## config.mk

```make
export PLATFORM = sky130hd
export DESIGN_NAME = uart_rx_fifo
export DESIGN_NICKNAME = d
export VERILOG_FILES = /design/src/rtl/uart_rx_fifo.sv
export SDC_FILE = /design/constraint.sdc
export NUM_CORES = 1
export LEC_CHECK = 0
export CORE_MARGIN = 2
export CORE_UTILIZATION = 60
export CTS_CLUSTER_DIAMETER = 120
export DETAILED_ROUTE_END_ITERATION = 6
export GPL_ROUTABILITY_DRIVEN = 0
export PLACE_DENSITY = 0.8
export SYNTH_ARGS = -nofsm -noshare
export SYNTH_HDL_FRONTEND = slang
export SYNTH_SLANG_ARGS = --single-unit
```

## constraint.sdc

```tcl
create_clock -name clk -period 5.3 [get_ports clk]
set_clock_uncertainty 0.15 [all_clocks]
set_input_delay 1.06 -clock clk [delete_from_list [all_inputs] [get_ports clk]]
set_output_delay 1.06 -clock clk [all_outputs]
set_load 0.05 [all_outputs]
```

## src/rtl/uart_rx_fifo.sv

```systemverilog
// 8N1 UART receiver for the console pin with a small first-word fall-through receive FIFO.
// Provides a 2-flop synchronizer, mid-bit sampling, false-start rejection, and overrun and framing-error pulses.
module uart_rx_fifo #(
    parameter int DIV_W      = 16,
    parameter int FIFO_DEPTH = 8
) (
    input  logic             clk,
    input  logic             rst,
    input  logic             rx_i,
    input  logic [DIV_W-1:0] divisor,
    input  logic             rd_en,
    output logic [7:0]       rx_data,
    output logic             rx_valid,
    output logic             rx_full,
    output logic             overrun,
    output logic             frame_err,
    output logic             rx_busy
);

    localparam int AW = $clog2(FIFO_DEPTH);
    localparam logic [AW:0]      DEPTH_C  = (AW+1)'(FIFO_DEPTH);
    localparam logic [AW:0]      CNT_ONE  = {{AW{1'b0}}, 1'b1};
    localparam logic [AW-1:0]    PTR_ONE  = {{(AW-1){1'b0}}, 1'b1};
    localparam logic [DIV_W-1:0] DIV_ZERO = {DIV_W{1'b0}};
    localparam logic [DIV_W-1:0] DIV_ONE  = {{(DIV_W-1){1'b0}}, 1'b1};

    localparam logic [1:0] ST_IDLE  = 2'd0;
    localparam logic [1:0] ST_START = 2'd1;
    localparam logic [1:0] ST_DATA  = 2'd2;
    localparam logic [1:0] ST_STOP  = 2'd3;

    logic             rx_meta_r;
    logic             rx_sync_r;
    logic             rx_prev_r;
    logic [1:0]       state_r;
    logic [DIV_W-1:0] cnt_r;
    logic [DIV_W-1:0] div_r;
    logic [2:0]       bit_r;
    logic [7:0]       shift_r;

    logic [7:0]       mem_r [FIFO_DEPTH];
    logic [AW-1:0]    wr_ptr_r;
    logic [AW-1:0]    rd_ptr_r;
    logic [AW:0]      count_r;

    logic             stop_tick_s;
    logic             push_s;
    logic             ferr_s;
    logic             full_s;
    logic             pop_s;
    logic             wr_s;
    logic             ovr_s;

    // Stop-bit verdict; a low stop bit drops the byte and flags it.
    assign stop_tick_s = (state_r == ST_STOP) && (cnt_r == DIV_ZERO);
    assign push_s      = stop_tick_s && rx_sync_r;
    assign ferr_s      = stop_tick_s && !rx_sync_r;

    // When full, a push is only accepted if a pop frees a slot in the same cycle.
    assign full_s = (count_r == DEPTH_C);
    assign pop_s  = rd_en && (count_r != {(AW+1){1'b0}});
    assign wr_s   = push_s && (!full_s || pop_s);
    assign ovr_s  = push_s && full_s && !pop_s;

    assign rx_data  = mem_r[rd_ptr_r];
    assign rx_valid = (count_r != {(AW+1){1'b0}});
    assign rx_full  = full_s;
    assign rx_busy  = (state_r != ST_IDLE);

    // Two-flop synchronizer plus one history flop for falling-edge detection.
    always_ff @(posedge clk or posedge rst) begin
        if (rst) begin
            rx_meta_r <= 1'b1;
            rx_sync_r <= 1'b1;
            rx_prev_r <= 1'b1;
        end else begin
            rx_meta_r <= rx_i;
            rx_sync_r <= rx_meta_r;
            rx_prev_r <= rx_sync_r;
        end
    end

    // Receiver FSM; the divisor is captured at the start edge and held for the whole frame.
    always_ff @(posedge clk or posedge rst) begin
        if (rst) begin
            state_r <= ST_IDLE;
            cnt_r   <= DIV_ZERO;
            div_r   <= DIV_ZERO;
            bit_r   <= 3'd0;
            shift_r <= 8'h00;
        end else begin
            case (state_r)
                ST_IDLE: begin
                    if (rx_prev_r && !rx_sync_r) begin
                        div_r   <= divisor;
                        cnt_r   <= divisor >> 1;
                        state_r <= ST_START;
                    end
                end
                ST_START: begin
                    if (cnt_r != DIV_ZERO) begin
                        cnt_r <= cnt_r - DIV_ONE;
                    end else if (!rx_sync_r) begin
                        cnt_r   <= div_r - DIV_ONE;
                        bit_r   <= 3'd0;
                        state_r <= ST_DATA;
                    end else begin
                        state_r <= ST_IDLE;
                    end
                end
                ST_DATA: begin
                    if (cnt_r != DIV_ZERO) begin
                        cnt_r <= cnt_r - DIV_ONE;
                    end else begin
                        shift_r <= {rx_sync_r, shift_r[7:1]};
                        cnt_r   <= div_r - DIV_ONE;
                        if (bit_r == 3'd7) begin
                            state_r <= ST_STOP;
                        end else begin
                            bit_r <= bit_r + 3'd1;
                        end
                    end
                end
                ST_STOP: begin
                    if (cnt_r != DIV_ZERO) begin
                        cnt_r <= cnt_r - DIV_ONE;
                    end else begin
                        state_r <= ST_IDLE;
                    end
                end
                default: begin
                    state_r <= ST_IDLE;
                end
            endcase
        end
    end

    // FIFO storage, pointers and occupancy.
    always_ff @(posedge clk or posedge rst) begin
        if (rst) begin
            for (int i = 0; i < FIFO_DEPTH; i++) begin
                mem_r[i] <= 8'h00;
            end
            wr_ptr_r <= {AW{1'b0}};
            rd_ptr_r <= {AW{1'b0}};
            count_r  <= {(AW+1){1'b0}};
        end else begin
            if (wr_s) begin
                mem_r[wr_ptr_r] <= shift_r;
                wr_ptr_r        <= wr_ptr_r + PTR_ONE;
            end
            if (pop_s) begin
                rd_ptr_r <= rd_ptr_r + PTR_ONE;
            end
            case ({wr_s, pop_s})
                2'b10:   count_r <= count_r + CNT_ONE;
                2'b01:   count_r <= count_r - CNT_ONE;
                default: count_r <= count_r;
            endcase
        end
    end

    // Registered one-cycle status pulses.
    always_ff @(posedge clk or posedge rst) begin
        if (rst) begin
            overrun   <= 1'b0;
            frame_err <= 1'b0;
        end else begin
            overrun   <= ovr_s;
            frame_err <= ferr_s;
        end
    end

endmodule

```

==> results of run 1 <==
## Yosys cell counts, drive strengths merged (4+ instances only)
master,instances,share of area
nor4,6,0.0059
ha,13,0.026
mux4,16,0.057
nand3b,4,0.0048
nand2,70,0.042
dfrtp,121,0.48
mux2,83,0.15
o22ai,4,0.0040
a211oi,5,0.0059
mux2i,4,0.0063
inv,15,0.0089
nor3b,4,0.0083
nand3,9,0.0071
buf,9,0.0055
a31oi,5,0.0050
nor3,15,0.015
or4,6,0.0077
xor2,13,0.018
o21ai,28,0.022
xnor2,17,0.024
clkbuf,20,0.012
a21oi,14,0.011
nor2,27,0.016
## state kept, by name, indices dropped and copies added, names as in the netlist, 3 cells and up, named ones only
name	cells
bit_r	3
cnt_r	16
count_r	4
div_r	16
mem_r	64
rd_ptr_r	3
shift_r	8
wr_ptr_r	3
## cell type report
class / count / area share
clock buffer: 17 / 0.0568
clock inverter: 15 / 0.0223
inverter: 15 / 0.00807
multi-input combinational: 382 / 0.417
sequential: 124 / 0.426
tap: 136 / 0.0233
timing repair buffer: 34 / 0.0460
## per-layer routing
layer  global-route usage  up-vias  routed length (µm)  part of all wire
li1                     -     2034                   -                 -
met1                0.364     2228                6270              0.45
met2                0.419      138                6840              0.49
met3               0.0723       19                 802             0.057
met4               0.0918        0                 173             0.012
met5                    0        -                   0                 0
## cell families (layout without fill, tap and decap cells)
family	Yosys count	count (layout)	synth area share
and+or+nand+nor	158	158	0.126
DFF	124	124	0.492
muxes	103	103	0.211
AOI/OAI and AO/OA	78	78	0.0767
buffers and inverters	44	81	0.0264
xor gates and xnor gates	30	30	0.0416
adders and majority gates	13	13	0.0258
## per-stage QoR
step           setup slack (ns)  cells   util
2_1_floorplan             0.796    550      -
3_3_place_gp               1.53    691  0.653
3_5_place_dp               1.48    691  0.653
4_1_cts                   0.866    723  0.709
5_1_grt                   0.810    723  0.709
6_report                  0.931    723  0.709
## power by group through the flow
stage	combinational, µW	sequential, µW	clock [µW]
2_1_floorplan	903	1250	0
3_3_place_gp	1020	1360	0
6_report	1080	1370	1120
3_5_place_dp	1060	1380	0
4_1_cts	1070	1370	1140
5_1_grt	1200	1400	1170
## worst max path at each step
stage                      startpoint                    endpoint  depth (start not counted)
after global routing      rd_ptr_r[0]                  rx_data[7]                          3
after detailed placement  rd_ptr_r[0]                  rx_data[7]                          3
after global placement    rd_ptr_r[0]                  rx_data[6]                          3
after floorplan                   rst  asynchronous set/reset pin                          1
final                     rd_ptr_r[0]                  rx_data[7]                          3
after CTS                 rd_ptr_r[0]                  rx_data[7]                          3
==> flow_metrics.env, run 1 <==
export IMPL_outcome="completed"
export IMPL_clkPwrFrac=0.314
export IMPL_clock_fmax_ghz=0.229
export IMPL_p_leak_uw=0.00330
export IMPL_timing_hold_ws_ns=0.207
export IMPL_coreArea_um2=10300
export IMPL_ys_ff_latch=124
export IMPL_place_area_um2=6710
export IMPL_r2r_setup_slack_ns=1.51
export IMPL_hold_viol_final=0
export IMPL_switching_power_uw=1330
export IMPL_synth_ff_type="dfrtp_1"
export IMPL_die_area_um2=11400
export IMPL_crit_family="flip-flops"
export IMPL_clockBufferDepth=2
export IMPL_cts_tree="yes"
export IMPL_hold_path_startpoint="rx_meta_r"
export IMPL_via_per_inst=6.11
export IMPL_p_sw_frac=0.372
export IMPL_p_per_area_nw_per_um2=490
export IMPL_die_h_um=107
export IMPL_crit_fanout=18
export IMPL_synth_edf_count=0
export IMPL_crit_type="flip-flop to output pin"
export IMPL_grt_usage=0.267
export IMPL_max_stage_delay_ns=1.02
export IMPL_internal_power_uw=2240
export IMPL_min_delay_path_depth=0
export IMPL_p_comb_frac=0.302
export IMPL_critical_path_cell_chain="mux4_2 -> mux2_2 -> clkdlybuf4s50_1"
export IMPL_end_kind="output pin"
export IMPL_antennaDiodeCount=0
export IMPL_boundaryPins=33
export IMPL_area_growth_pct=15.4
export IMPL_avgSynthCellArea_um2=11.5
export IMPL_h_tree_depth=4
export IMPL_drive_gt1_frac=0.250
export IMPL_ff2ff_path_depth=13
export IMPL_io_buffer_count=32
export IMPL_antenna_left=0
export IMPL_initial_core_util=0.614
export IMPL_layout_cells_most_common="dfrtp_1"
export IMPL_hp_class="flip-flop to flip-flop"
export IMPL_reg2reg_to="count_r[2]"
export IMPL_rsz0062_at_grt="false"
export IMPL_num_vias=4419
export IMPL_overflow=0
export IMPL_synthDistinctLibCells=58
export IMPL_dp_final_hpwl_um=8950
export IMPL_ys_seq_area_frac=0.492
export IMPL_synth_warnings=0
export IMPL_synth_area_um2=6310
export IMPL_cp_slowest_cell="dfrtp_1"
export IMPL_mostFrequentLayoutCells="dfrtp_1, mux2_2, nand2_1"
export IMPL_numCtsBuffers=17
export IMPL_fin_crit_sh=0.824
export IMPL_clk_latency_ns=0.53
export IMPL_maxSlewViolCount=0
export IMPL_antenna_found_initial=0
export IMPL_drtIter0Drc=297
export IMPL_multiInputGateArea_um2=3040
export IMPL_wl_per_cell_um=19.5
export IMPL_critPathRequiredTime_ns=4.09
export IMPL_maxSlewHeadroom=0.147
export IMPL_cts_resized=0
export IMPL_placementRows=37
export IMPL_postCtsSetupRepairBufs=0
export IMPL_final_area_um2=7290
export IMPL_route_detailed_drc=0
export IMPL_clk_pin_slew_ns=0.06
export IMPL_power_uw=3570
export IMPL_nets=607
export IMPL_synthCells=550
export IMPL_syn_num_nets=583
export IMPL_die_x_um=107
export IMPL_min_to="rx_sync_r"
export IMPL_grt_pass1_wl_um=23200
export IMPL_dr_pass1_iters=5
export IMPL_cts_root_buf="clkbuf_8"
export IMPL_fill_cells=717
export IMPL_tns_ns=0
export IMPL_cts_hold_buffers=0
export IMPL_vdd_ir_drop_max_mv=0.330
export IMPL_seqPwrFrac=0.384
export IMPL_worst_pin_slew_ns=1.27
export IMPL_setup_viol=0
export IMPL_critPathBufInv=1
export IMPL_routed_wl_um=14100
export IMPL_min_period_ns=4.37
export IMPL_start_kind="flip-flop"
export IMPL_seqCellArea_um2=3110
export IMPL_grt_pass1_vias=4486
export IMPL_cp_arrival_ns=3.16
export IMPL_maxCapViolCount=0
export IMPL_r2r_start="cnt_r[0]"
export IMPL_grt_max_degree=75
export IMPL_synthArstFlopShare=1.00
export IMPL_cts_sinks=124
Power figures use the tool's default switching activity.
==> run 2, diff against run 1 <==
==> constraint.sdc (replaced) <==
create_clock -name clk -period 4.2 [get_ports clk]
set_clock_uncertainty 0.15 [all_clocks]
set_input_delay 0.84 -clock clk [delete_from_list [all_inputs] [get_ports clk]]
set_output_delay 0.84 -clock clk [all_outputs]
set_load 0.05 [all_outputs]
==> run 2 against run 1 <==
Compared with the run above: clock power up 15%; count of clock-buffer cells in the layout up 5; non-clock buffer count up 9; hold slack worse by 0.0013 ns; power up 24%; via count up 1.3%; die area unchanged; flip-flop and latch count unchanged; core utilization up 0.33 points; register-to-register slack worse by 1.1 ns; combinational power up 38%; first-iteration DRC count up 29%; critical path type is now flip-flop to flip-flop.
==> flow_metrics.env, run 2 (same netlist as run 1, synthesis figures left out) <==
export IMPL_nets=616
export IMPL_boundaryPins=33
export IMPL_fill_cells=713
export IMPL_die_area_um2=11400
export IMPL_crit_start="cnt_r[0]"
export IMPL_critical_path_cell_chain="inv_1 -> ha_1 -> or3b_1 -> or4_1 -> nor3_4 -> inv_2 -> ha_1 -> xor2_1 -> ha_1 -> a21oi_1 -> xor2_1 -> nor2_1 -> xor2_1"
export IMPL_met2_length_um=6700
export IMPL_h_tree_depth=4
export IMPL_reg2reg_to="count_r[2]"
export IMPL_antenna_left=0
export IMPL_critPathBufInv=2
export IMPL_route_detailed_drc=0
export IMPL_p_leak_uw=0.00332
export IMPL_drive_gt1_frac=0.258
export IMPL_clk_latency_ns=0.53
export IMPL_dp_final_hpwl_um=9090
export IMPL_hp_class="flip-flop to flip-flop"
export IMPL_io_buffer_count=32
export IMPL_crit_fanout=8
export IMPL_layout_cells_most_common="dfrtp_1"
export IMPL_r2r_setup_slack_ns=0.41
export IMPL_cp_slowest_cell="or4_1"
export IMPL_largestRegisters="mem_r x64, cnt_r x16, div_r x16"
export IMPL_tns_ns=0
export IMPL_hold_viol_final=0
export IMPL_end_kind="flip-flop"
export IMPL_via_per_inst=6.11
export IMPL_wl_per_cell_um=18.9
export IMPL_vdd_ir_drop_max_mv=0.566
export IMPL_drtIter0Drc=384
export IMPL_die_x_um=107
export IMPL_cp_arrival_ns=4.04
export IMPL_max_stage_delay_ns=0.73
export IMPL_maxSlewHeadroom=0.171
export IMPL_overflow=0
export IMPL_area_growth_pct=16.0
export IMPL_p_per_area_nw_per_um2=605
export IMPL_dr_pass1_iters=5
export IMPL_met1_length_um=5840
export IMPL_r2r_start="cnt_r[0]"
export IMPL_final_area_um2=7320
export IMPL_seqCellArea_um2=3110
export IMPL_routed_wl_met3_um=949
export IMPL_largest_register="mem_r"
export IMPL_postCtsSetupRepairBufs=0
export IMPL_crit_family="simple AND/OR/NAND/NOR gates"
export IMPL_antennaDiodeCount=0
export IMPL_placementRows=37
export IMPL_clockBufferDepth=2
export IMPL_cts_root_buf="clkbuf_8"
export IMPL_timing_hold_ws_ns=0.206
export IMPL_setup_viol=0
export IMPL_num_vias=4475
export IMPL_clk_pin_slew_ns=0.06
export IMPL_place_area_um2=6790
export IMPL_fin_crit_sh=0.902
export IMPL_antenna_found_initial=0
export IMPL_clock_fmax_ghz=0.264
export IMPL_grt_usage=0.263
export IMPL_multiInputGateArea_um2=3040
export IMPL_initial_core_util=0.614
export IMPL_dr_max_layer_used="met4"
export IMPL_cts_resized=0
export IMPL_hold_path_startpoint="rx_meta_r"
export IMPL_grt_max_degree=46
export IMPL_min_period_ns=3.79
export IMPL_routed_wl_um=13800
export IMPL_critical_path_cell_count=13
export IMPL_mostFrequentLayoutCells="dfrtp_1, mux2_2, nand2_1"
export IMPL_post_route_util=0.712
export IMPL_cts_tree="yes"
export IMPL_crit_path_end="count_r[2]"
export IMPL_cts_sinks=124
export IMPL_crit_type="flip-flop to flip-flop"
export IMPL_cts_hold_buffers=0
export IMPL_critPathRequiredTime_ns=4.46
export IMPL_largest_reg_flops=64
export IMPL_die_h_um=107
export IMPL_numCtsBuffers=17
export IMPL_worst_pin_slew_ns=1.24
export IMPL_grt_pass1_wl_um=22700
export IMPL_maxSlewViolCount=0
export IMPL_maxCapViolCount=0
export IMPL_ff2ff_path_depth=13
export IMPL_coreArea_um2=10300
export IMPL_grt_pass1_vias=4531
export IMPL_outcome="completed"
export IMPL_start_kind="flip-flop"
export IMPL_rsz0062_at_grt="false"
[run 2: worst reg2reg max path: stages, from the launching register on]
cell and delay, ns:
dfrtp_1 0.40, inv_1 0.09, ha_1 0.19, or3b_1 0.46, or4_1 0.73, nor3_4 0.39
inv_2 0.11, ha_1 0.27, xor2_1 0.17, ha_1 0.19, a21oi_1 0.16, xor2_1 0.16
nor2_1 0.06, xor2_1 0.14
[run 2: worst min path at each step]
stage,endpoint,slack (ns),depth (start not counted)
after global routing,rx_sync_r,0.21,0
after floorplan,rx_sync_r,0.20,0
after global placement,rx_sync_r,0.20,0
final,rx_sync_r,0.21,0
after detailed placement,rx_sync_r,0.20,0
after CTS,rx_sync_r,0.21,0
[run 2: stage by stage]
stage,setup WS (ns),power [µW],std cells
finish,0.414,4430,732
global route,0.242,4680,732
CTS,0.403,4420,732
detailed placement,0.511,3120,700
global placement,0.605,3060,700
floorplan,0.754,2720,550
[run 2: metal layers]
layer  track usage  vias up
met5             0        -
met4         0.116        0
met3        0.0632       30
met2         0.403      181
met1         0.360     2219
li1              -     2045
[run 2: layout make-up]
cell class,count,area share
flip-flops and latches,124,0.424
multi-input cells,382,0.415
clock buffers,22,0.0632
repair buffers,43,0.0567
well taps,136,0.0232
clock inverters,10,0.00906
inverters,15,0.00820
[run 2: where the power goes]
group	internal (µW)	switching [µW]	total, µW	leakage, µW
Combinational	611	878	1490	0.00142
Sequential	1400	255	1650	0.00165
Clock	768	524	1290	0.000249
Total	2780	1660	4430	0.00332
